$ cat config.mk
export PLATFORM = sky130hd
export DESIGN_NAME = usb_tx_ser_flat
export DESIGN_NICKNAME = d
export VERILOG_FILES = /design/src/rtl/usb_pkg.sv /design/src/rtl/usb_tx_ser_if.sv /design/src/rtl/usb_ser_shift.sv /design/src/rtl/usb_tx_ser.sv /design/src/flat_wrapper.sv
export SDC_FILE = /design/constraint.sdc
export NUM_CORES = 1
export LEC_CHECK = 0
export ABC_AREA = 1
export CAP_MARGIN = 20
export CORE_MARGIN = 1.5
export CORE_UTILIZATION = 51
export DETAILED_ROUTE_END_ITERATION = 16
export PLACE_DENSITY_LB_ADDON = 0.25
export SYNTH_ARGS = -nofsm -noshare
export SYNTH_HDL_FRONTEND = slang
export SYNTH_SLANG_ARGS = --single-unit
export TNS_END_PERCENT = 100
$ cat constraint.sdc
create_clock -name clk -period 1.4 [get_ports clk]
set_clock_uncertainty 0.05 [all_clocks]
set_input_delay 0.28 -clock clk [delete_from_list [all_inputs] [get_ports clk]]
set_output_delay 0.28 -clock clk [all_outputs]
set_load 0.05 [all_outputs]
$ cat src/rtl/usb_pkg.sv
// usb_pkg: shared definitions for the USB serial transmit path.
//   tx_state_e          - frame sequencer state encoding
//   SYNC_DEFAULT        - default sync word that opens a frame
//   IDLE_LEVEL_DEFAULT  - default line level while no data is shifted
package usb_pkg;

  typedef enum logic [2:0] {
    ST_IDLE  = 3'd0,
    ST_WAIT  = 3'd1,
    ST_HUNT  = 3'd2,
    ST_SHIFT = 3'd3,
    ST_GUARD = 3'd4,
    ST_TAIL  = 3'd5,
    ST_DONE  = 3'd6
  } tx_state_e;

  localparam logic [7:0] SYNC_DEFAULT       = 8'h01;
  localparam logic       IDLE_LEVEL_DEFAULT = 1'b0;

endpackage

$ cat src/rtl/usb_tx_ser_if.sv
// usb_tx_ser_if: valid/ready word channel feeding the serial transmitter.
//   din     - word to transmit (DW bits)
//   din_vld - din holds a valid word
//   din_rdy - transmitter takes the word when din_vld & din_rdy
// master = word source, slave = transmitter.
interface usb_tx_ser_if #(
  parameter int DW = 8
);

  logic [DW-1:0] din;
  logic          din_vld;
  logic          din_rdy;

  modport master (output din, output din_vld, input din_rdy);
  modport slave  (input din, input din_vld, output din_rdy);

endinterface

$ cat src/rtl/usb_ser_shift.sv
// usb_ser_shift: DW-bit load/rotate register with bit counter.
//   clk, rst   - clock, asynchronous active-low reset
//   load       - capture load_word and restart the bit counter
//   load_word  - word to capture
//   step       - present the next bit (rotate one place, advance counter)
//   cur_bit    - bit currently at the outgoing end (MSB or LSB per MSB_FIRST)
//   cnt_last   - counter sits on the last bit of the word
// The register rotates instead of shifting, so after DW steps it holds the
// loaded word again; the guard phase replays it without a second copy.
module usb_ser_shift
  import usb_pkg::*;
#(
  parameter int DW        = 8,
  parameter bit MSB_FIRST = 1'b1
) (
  input  logic          clk,
  input  logic          rst,
  input  logic          load,
  input  logic [DW-1:0] load_word,
  input  logic          step,
  output logic          cur_bit,
  output logic          cnt_last
);

  localparam int CW = (DW > 1) ? $clog2(DW) : 1;

  logic [DW-1:0] sr_r;
  logic [CW-1:0] cnt_r;
  logic [DW-1:0] rot_s;

  // Rotation toward the outgoing end; the sent bit wraps to the far end.
  always_comb begin
    if (MSB_FIRST) begin
      rot_s = {sr_r[DW-2:0], sr_r[DW-1]};
    end else begin
      rot_s = {sr_r[0], sr_r[DW-1:1]};
    end
  end

  assign cur_bit  = MSB_FIRST ? sr_r[DW-1] : sr_r[0];
  assign cnt_last = (cnt_r == CW'(DW - 1));

  // Word register and bit counter; load wins over step.
  always_ff @(posedge clk or negedge rst) begin
    if (!rst) begin
      sr_r  <= '0;
      cnt_r <= '0;
    end else if (load) begin
      sr_r  <= load_word;
      cnt_r <= '0;
    end else if (step) begin
      sr_r  <= rot_s;
      cnt_r <= cnt_last ? '0 : cnt_r + CW'(1);
    end else begin
      sr_r  <= sr_r;
      cnt_r <= cnt_r;
    end
  end

endmodule

$ cat src/rtl/usb_tx_ser.sv
// usb_tx_ser: serial frame transmitter for the USB link path.
//   clk, rst - clock, asynchronous active-low reset
//   fs       - frame request level
//   bus      - valid/ready word input (slave side); din_rdy is combinational
//   dout     - registered serial data, one bit per clk
//   fire     - registered, high while the line carries a frame (aligned with dout)
//   done     - registered one-cycle pulse at frame end
//   err      - registered one-cycle pulse when the source underruns
// A frame: hunt for SYNC, stream words gaplessly, replay the last word
// GUARD_WORDS times, hold IDLE_LEVEL for TAIL_BITS, then pulse done.
module usb_tx_ser
  import usb_pkg::*;
#(
  parameter int          DW          = 8,
  parameter logic [DW-1:0] SYNC      = DW'(SYNC_DEFAULT),
  parameter bit          MSB_FIRST   = 1'b1,
  parameter int          GUARD_WORDS = 1,
  parameter int          TAIL_BITS   = 8,
  parameter logic        IDLE_LEVEL  = IDLE_LEVEL_DEFAULT
) (
  input  logic        clk,
  input  logic        rst,
  input  logic        fs,
  usb_tx_ser_if.slave bus,
  output logic        dout,
  output logic        fire,
  output logic        done,
  output logic        err
);

  // Empty guard or tail phases are skipped outright.
  localparam tx_state_e AFTER_GUARD = (TAIL_BITS != 0) ? ST_TAIL : ST_DONE;
  localparam tx_state_e AFTER_DATA  = (GUARD_WORDS != 0) ? ST_GUARD : AFTER_GUARD;

  tx_state_e  state_r, state_s;
  logic [3:0] gcnt_r, gcnt_s;
  logic [7:0] tcnt_r, tcnt_s;
  logic       dout_r, dout_s;
  logic       fire_r, fire_s;
  logic       done_r, done_s;
  logic       err_r, err_s;
  logic       load_s, step_s, rdy_s;
  logic       cur_bit_s, cnt_last_s;

  usb_ser_shift #(
    .DW        (DW),
    .MSB_FIRST (MSB_FIRST)
  ) u_shift (
    .clk       (clk),
    .rst       (rst),
    .load      (load_s),
    .load_word (bus.din),
    .step      (step_s),
    .cur_bit   (cur_bit_s),
    .cnt_last  (cnt_last_s)
  );

  assign bus.din_rdy = rdy_s;

  // Next state, counters and next output values.
  always_comb begin
    state_s = state_r;
    gcnt_s  = gcnt_r;
    tcnt_s  = tcnt_r;
    dout_s  = IDLE_LEVEL;
    fire_s  = 1'b0;
    done_s  = 1'b0;
    err_s   = 1'b0;
    load_s  = 1'b0;
    step_s  = 1'b0;
    rdy_s   = 1'b0;
    case (state_r)
      ST_IDLE: begin
        gcnt_s  = 4'd0;
        tcnt_s  = 8'd0;
        state_s = ST_WAIT;
      end
      ST_WAIT: begin
        if (fs) begin
          state_s = ST_HUNT;
        end else begin
          state_s = ST_WAIT;
        end
      end
      ST_HUNT: begin
        // Dropping fs wins over a SYNC on the bus: ready stays low.
        if (!fs) begin
          state_s = ST_IDLE;
        end else begin
          rdy_s = 1'b1;
          if (bus.din_vld && (bus.din == SYNC)) begin
            load_s  = 1'b1;
            state_s = ST_SHIFT;
          end else begin
            state_s = ST_HUNT;
          end
        end
      end
      ST_SHIFT: begin
        dout_s = cur_bit_s;
        fire_s = 1'b1;
        if (cnt_last_s) begin
          // Word boundary: the only point where fs is looked at.
          if (fs) begin
            rdy_s = 1'b1;
            if (bus.din_vld) begin
              load_s  = 1'b1;
              state_s = ST_SHIFT;
            end else begin
              err_s   = 1'b1;
              step_s  = 1'b1;
              state_s = AFTER_DATA;
            end
          end else begin
            step_s  = 1'b1;
            state_s = AFTER_DATA;
          end
        end else begin
          step_s  = 1'b1;
          state_s = ST_SHIFT;
        end
      end
      ST_GUARD: begin
        dout_s = cur_bit_s;
        fire_s = 1'b1;
        step_s = 1'b1;
        if (cnt_last_s) begin
          if (gcnt_r == 4'(GUARD_WORDS - 1)) begin
            state_s = AFTER_GUARD;
          end else begin
            gcnt_s  = gcnt_r + 4'd1;
            state_s = ST_GUARD;
          end
        end else begin
          state_s = ST_GUARD;
        end
      end
      ST_TAIL: begin
        fire_s = 1'b1;
        if (tcnt_r == 8'(TAIL_BITS - 1)) begin
          state_s = ST_DONE;
        end else begin
          tcnt_s  = tcnt_r + 8'd1;
          state_s = ST_TAIL;
        end
      end
      ST_DONE: begin
        done_s  = 1'b1;
        state_s = ST_IDLE;
      end
      default: begin
        state_s = ST_IDLE;
      end
    endcase
  end

  // State, counters and registered outputs.
  always_ff @(posedge clk or negedge rst) begin
    if (!rst) begin
      state_r <= ST_IDLE;
      gcnt_r  <= 4'd0;
      tcnt_r  <= 8'd0;
      dout_r  <= IDLE_LEVEL;
      fire_r  <= 1'b0;
      done_r  <= 1'b0;
      err_r   <= 1'b0;
    end else begin
      state_r <= state_s;
      gcnt_r  <= gcnt_s;
      tcnt_r  <= tcnt_s;
      dout_r  <= dout_s;
      fire_r  <= fire_s;
      done_r  <= done_s;
      err_r   <= err_s;
    end
  end

  assign dout = dout_r;
  assign fire = fire_r;
  assign done = done_r;
  assign err  = err_r;

endmodule

$ cat src/flat_wrapper.sv
// flat-port wrapper written by rule: the top's interface ports become plain ports
module usb_tx_ser_flat import usb_pkg::*;
#(
  parameter int          DW          = 8,
  parameter logic [DW-1:0] SYNC      = DW'(SYNC_DEFAULT),
  parameter bit          MSB_FIRST   = 1'b1,
  parameter int          GUARD_WORDS = 1,
  parameter int          TAIL_BITS   = 8,
  parameter logic        IDLE_LEVEL  = IDLE_LEVEL_DEFAULT
)
  (clk, rst, fs, dout, fire, done, err, bus_din, bus_din_vld, bus_din_rdy);
  usb_tx_ser_if #(.DW(DW)) bus_i ();
  input  logic clk;
  input  logic rst;
  input  logic fs;
  output logic dout;
  output logic fire;
  output logic done;
  output logic err;
  input wire logic [$bits(bus_i.din)-1:0] bus_din;
  input wire logic [$bits(bus_i.din_vld)-1:0] bus_din_vld;
  output wire logic [$bits(bus_i.din_rdy)-1:0] bus_din_rdy;
  assign bus_i.din = bus_din;
  assign bus_i.din_vld = bus_din_vld;
  assign bus_din_rdy = bus_i.din_rdy;
  usb_tx_ser #(.DW(DW), .SYNC(SYNC), .MSB_FIRST(MSB_FIRST), .GUARD_WORDS(GUARD_WORDS), .TAIL_BITS(TAIL_BITS), .IDLE_LEVEL(IDLE_LEVEL)) u_core (.clk(clk), .rst(rst), .fs(fs), .bus(bus_i), .dout(dout), .fire(fire), .done(done), .err(err));
endmodule
# Yosys cells after proc, flatten, opt, wreduce, memory -nomap -nowiden
# Index checks and enable logic that the tools add are counted.
# classes
n_reduce_logical	10
eq_ne	12
bitwise_logic	0
addsub	3
mul	0
mux	39
shifts	0
div_mod_pow	0
order_cmp	0
# op_table
operator	n
two-way mux 8 bit	3
two-way mux 3 bit	7
two-way mux 1 bit	19
case mux 3 bit (6 select lines)	1
case mux 8 bit (2 select lines)	1
== test 3 bit (second input constant)	4
adder 8 x 1 -> 8 bit (second input constant)	1
== test 8 x 1 -> 1 bit (second input constant)	1
== test 8 x 3 -> 1 bit (second input constant)	1
two-way mux 4 bit	2
case mux 4 bit (2 select lines)	1
== test 3 x 2 -> 1 bit (second input constant)	2
inequality test 2 bit (second input constant)	3
case mux 1 bit (2 select lines)	3
nonzero test 2 bit	3
adder 4 x 1 -> 4 bit (second input constant)	1
zero test 4 bit	1
two-way mux 2 bit	2
adder 3 x 1 -> 3 bit (second input constant)	1
== test 3 x 1 -> 1 bit (second input constant)	1
zero test 3 bit	1
AND reduction 3 bit	1
OR reduction 3 bit	1
AND reduction 2 bit	1
2 further kinds	2
# totals
input_bits	12
ramBits	0
n_memories	0
elab_cells	73
latch_bits	0
romBits	0
regBits	30

# Longest topological paths before layout
# logic_depth
depth_word	6
mapped_depth	11

# Cells and area by module
# Synthesis repeated with hierarchy kept, for this count alone.
# hier_totals
cells_unflattened	226
area_unflattened_um2	1710.4
# by_module_without_submodules
module	area_each_um2	cells_per_inst	instances
usb_tx_ser	1157.4	161	1
usb_ser_shift	553.0	65	1

# Worst setup path before layout
# No wires, ideal clock.
# synth_path
path_kind	reg-to-reg
startpoint	register u_core.u_shift.cnt_r[0]
endpoint	register u_core.u_shift.sr_r[1]
path_stages_with_launch	11
slack_ps	-140
arrival_time_ps	1372
path_cell_list	dfrtp_1 ha_1 ha_1 inv_1 nor2_1 nand2_4 nand2_4 buf_12 nand2_2 nand3_1 nand2_1
# synth_via
elab_chain_cells	4
# synth_rtl
element	line_no	rtl
from (decl)	usb_ser_shift.sv:28	logic [CW-1:0] cnt_r;
from (signal assigned)	usb_ser_shift.sv:53	cnt_r <= cnt_last ? '0 : cnt_r + CW'(1);
from (signal assigned)	usb_ser_shift.sv:56	cnt_r <= cnt_r;
== test 3 bit (*)	usb_ser_shift.sv:41	assign cnt_last = (cnt_r == CW'(DW - 1));
two-way mux 1 bit	usb_tx_ser.sv:102	if (cnt_last_s) begin
case mux 1 bit (2 select lines)	usb_tx_ser.sv:72	case (state_r)
two-way mux 8 bit or nonzero test 2 bit (tied branches)	n/a	
to (signal assigned)	usb_ser_shift.sv:49	sr_r <= load_word;
to (signal assigned)	usb_ser_shift.sv:52	sr_r <= rot_s;
to (signal assigned)	usb_ser_shift.sv:55	sr_r <= sr_r;
to (decl)	usb_ser_shift.sv:27	logic [DW-1:0] sr_r;
# Mark *: on every way between the ends. The rest lies on a longest branch, timed or not.
# A chain may end at the register's enable or synchronous reset.

# Final worst setup path
# layout_path
startpoint	register u_core.u_shift.cnt_r[0]
endpoint	output bus_din_rdy
# layout_via
elab_chain_cells	3
# layout_rtl
element	line_no	rtl
== test 3 bit	usb_ser_shift.sv:41	
two-way mux 1 bit	usb_tx_ser.sv:102	
case mux 1 bit (2 select lines)	usb_tx_ser.sv:72	
to (decl)	flat_wrapper.sv:22	output wire logic [$bits(bus_i.din_rdy)-1:0] bus_din_rdy;
# Every way passes these cells.

==> reports/results.tsv <==
metric	value	unit
whs	0.230	ns
fin_crit_sh	1.24	
drtAntennaViolNets	0	
syn_area_per_cell	7.49	um^2
relSlewSlack	0.797	
worstSkewPairLatency	0.35	ns
hpwl	2690	um
port_buffers	16	
synth_cell_types	24	
layout.nets	314	
powerDensity	1310	nW/um^2
rsz0062_at_grt	true	
netlist_area	1730	um^2
viasPerCell	5.17	
antenna_cells	0	
setup_viol	24	
ys.flop_type	dfrtp_1	
synthesis.nets	248	
critPathMaxStageDelay	0.40	ns
final.min_clock_period	1.74	ns
start_kind	flip-flop	
antenna_found_initial	0	
vias	1767	
cts_tree	done	
post_drt_wl_per_cell	14.4	um
gp_routability_congestion	0.836	
hold_viol	0	
core_area	3130	um^2
grt_usage	0.244	
rows	20	
clk_pin_slew	0.11	ns
initial_core_util	0.553	
critPathKind	flip-flop to primary output	
clockBufferDepth	2	
worst_pin_slew	0.305	ns
cp.required	1.07	ns
htreeDepth	2	
die_area	3750	um^2
die_h	61.3	um
grt_pass1_wl	6560	um
status	finished with violations	
ios	17	
drt-total-wl	4910	um
pre_cts_slack	-0.339	ns
remaining_drc_errors	0	
synth-edff-count	0	
cts.sinks	30	
die_w	61.3	um
crit_chain	ha_2 > ha_4 > nand3_2 > nand2_2 > buf_12	
yosysWarnings	0	
netlist_instances	231	
async_flop_share	1.00	
drt_pass1_iterations	4	
grt_pass1_vias	1506	
cp.arrival	1.41	ns
clock.fmax	575	MHz
cts-root-buf	clkbuf_4	
cap_violations	0	
drt_iter0_drc	100	
worst_path_max_delay_cell	dfrtp_1	
syn_to_final_growth	49.5	%
crit_fanout	2	
cts_buffers	5	
grt_start_max_net_pins	31	
max-vdd-ir-drop	1.02	mV
worst_setup_path_end_kind	primary output	
ys_ff_latch	30	
maxSlewViolCount	0	
violations	negative setup slack	
crit_buf_inv	1	
grt.overflow.total	0	
hold_path_class	input pin to async pin	
synth_seq_area_share	0.434	
path_delay_family	flip-flops	
setup_slack	-0.339	ns
drive_gt1_frac	0.376	
p_leak	1.39	nW
cells by family (layout without fill, tap and decap cells):
| group | Yosys count | in the layout | synth area share |
|---|---|---|---|
| flops | 30 | 30 | 0.434 |
| xor+xnor | 2 | 2 | 0.0101 |
| buf+inv | 40 | 105 | 0.105 |
| compound gates | 12 | 12 | 0.0398 |
| fa+ha+maj | 5 | 5 | 0.0362 |
| simple gates | 142 | 144 | 0.375 |
power by group:
group / switching (W) / internal, W
Clock: 0.000339 / 0.000243
Combinational: 0.000923 / 0.000730
Sequential: 0.000136 / 0.00103
synthesized netlist by cell type (2+ instances only):
cell type | number | area share
dfrtp_1 | 30 | 0.43
inv_1 | 33 | 0.072
nand2_1 | 71 | 0.15
buf_6 | 2 | 0.013
nand2_4 | 3 | 0.020
nor2_2 | 3 | 0.011
o21ai_1 | 2 | 0.0058
nand2_2 | 8 | 0.029
nand4_1 | 5 | 0.018
o21ai_0 | 6 | 0.017
nor2_1 | 18 | 0.039
inv_2 | 4 | 0.0087
xor2_1 | 2 | 0.010
o21ai_2 | 2 | 0.010
ha_1 | 5 | 0.036
nand3_1 | 29 | 0.084
worst paths after layout:
kind / startpoint / end / slack (ns) / cells after the start
max: u_core.u_shift.cnt_r[0]$_DFFE_PN0P_ / bus_din_rdy / -0.34 / 5
min: rst / u_core.tcnt_r[1]$_DFFE_PN0P_ / 0.23 / 2
max reg2reg: u_core.u_shift.cnt_r[1]$_DFFE_PN0P_ / u_core.u_shift.sr_r[4]$_DFFE_PN0P_ / -0.32 / 11
min reg2reg: u_core.u_shift.sr_r[2]$_DFFE_PN0P_ / u_core.u_shift.sr_r[2]$_DFFE_PN0P_ / 0.44 / 2
max in group asynchronous: rst / u_core.state_r[0]$_DFF_PN0_ / 0.89 / 2
min in group clk: u_core.u_shift.sr_r[2]$_DFFE_PN0P_ / u_core.u_shift.sr_r[2]$_DFFE_PN0P_ / 0.44 / 2
worst register-to-register path, cell delays in order (launching register included):
cell and delay [ns]:
dfrtp_1 0.37, ha_2 0.21, ha_4 0.14, buf_4 0.13, inv_4 0.04, nor2_4 0.09, nand2_4 0.11, buf_12 0.15
nand2_8 0.09, nand2_2 0.06, nand3_1 0.10, nand2_1 0.08
metal layers:
| metal | track usage | part of all wire | up-vias |
|---|---|---|---|
| li1 | - | - | 858 |
| met1 | 0.284 | 0.39 | 834 |
| met2 | 0.421 | 0.53 | 53 |
| met3 | 0.0693 | 0.046 | 22 |
| met4 | 0.0994 | 0.035 | 0 |
| met5 | 0 | 0 | - |
flip-flops by register name (all words and copies together), names as in the netlist:
signal                cells
u_core.u_shift.cnt_r      3
u_core.done               1
u_core.gcnt_r             4
u_core.u_shift.sr_r       8
u_core.dout               1
u_core.tcnt_r             8
u_core.err                1
u_core.fire               1
u_core.state_r            3
final cells by class:
class                           instances  area (um^2)
Timing Repair Buffer                   60          577
Clock inverter                          1         5.00
Tap cell                               44         55.1
Multi-Input combinational cell        163          998
Inverter                               37          144
Fill cell                             181          541
Clock buffer                            7         55.1
Sequential cell                        30          753
cell usage in the layout, fill, tap and decap left out, types with 5 or more instances in the layout:
cell type,count
nor2_1,12
inv_1,30
buf_4,39
clkdlybuf4s50_1,11
nand2_1,64
clkbuf_4,5
nand3_1,20
nand3_2,10
buf_12,7
dfrtp_1,28
nand2_4,7
nor2_4,6
nand2_2,10
nand4_1,5
inv_2,5
per-stage QoR:
stage	instances	total power, W	instance area (um^2)	utilization	setup TNS (ns)
2_1_floorplan	231	0.00191	1770	-	0
3_3_place_gp	325	0.00246	2280	0.728	-4.16
3_5_place_dp	325	0.00249	2280	0.728	-4.60
4_1_cts	338	0.00314	2440	0.779	-2.07
5_1_grt	342	0.00358	2590	0.827	-5.17
6_report	342	0.00340	2590	0.827	-3.40
timing repair:
item	4_1_cts	5_1_grt
endpoints found under the hold margin	0	0
cloned	2	0
setup endpoints to repair	20	27
pin swaps	17	14
hold buffers	0	0
buffers inserted	3	4
gates resized for setup	18	27
Note: power is estimated with default switching activity, not from simulation.
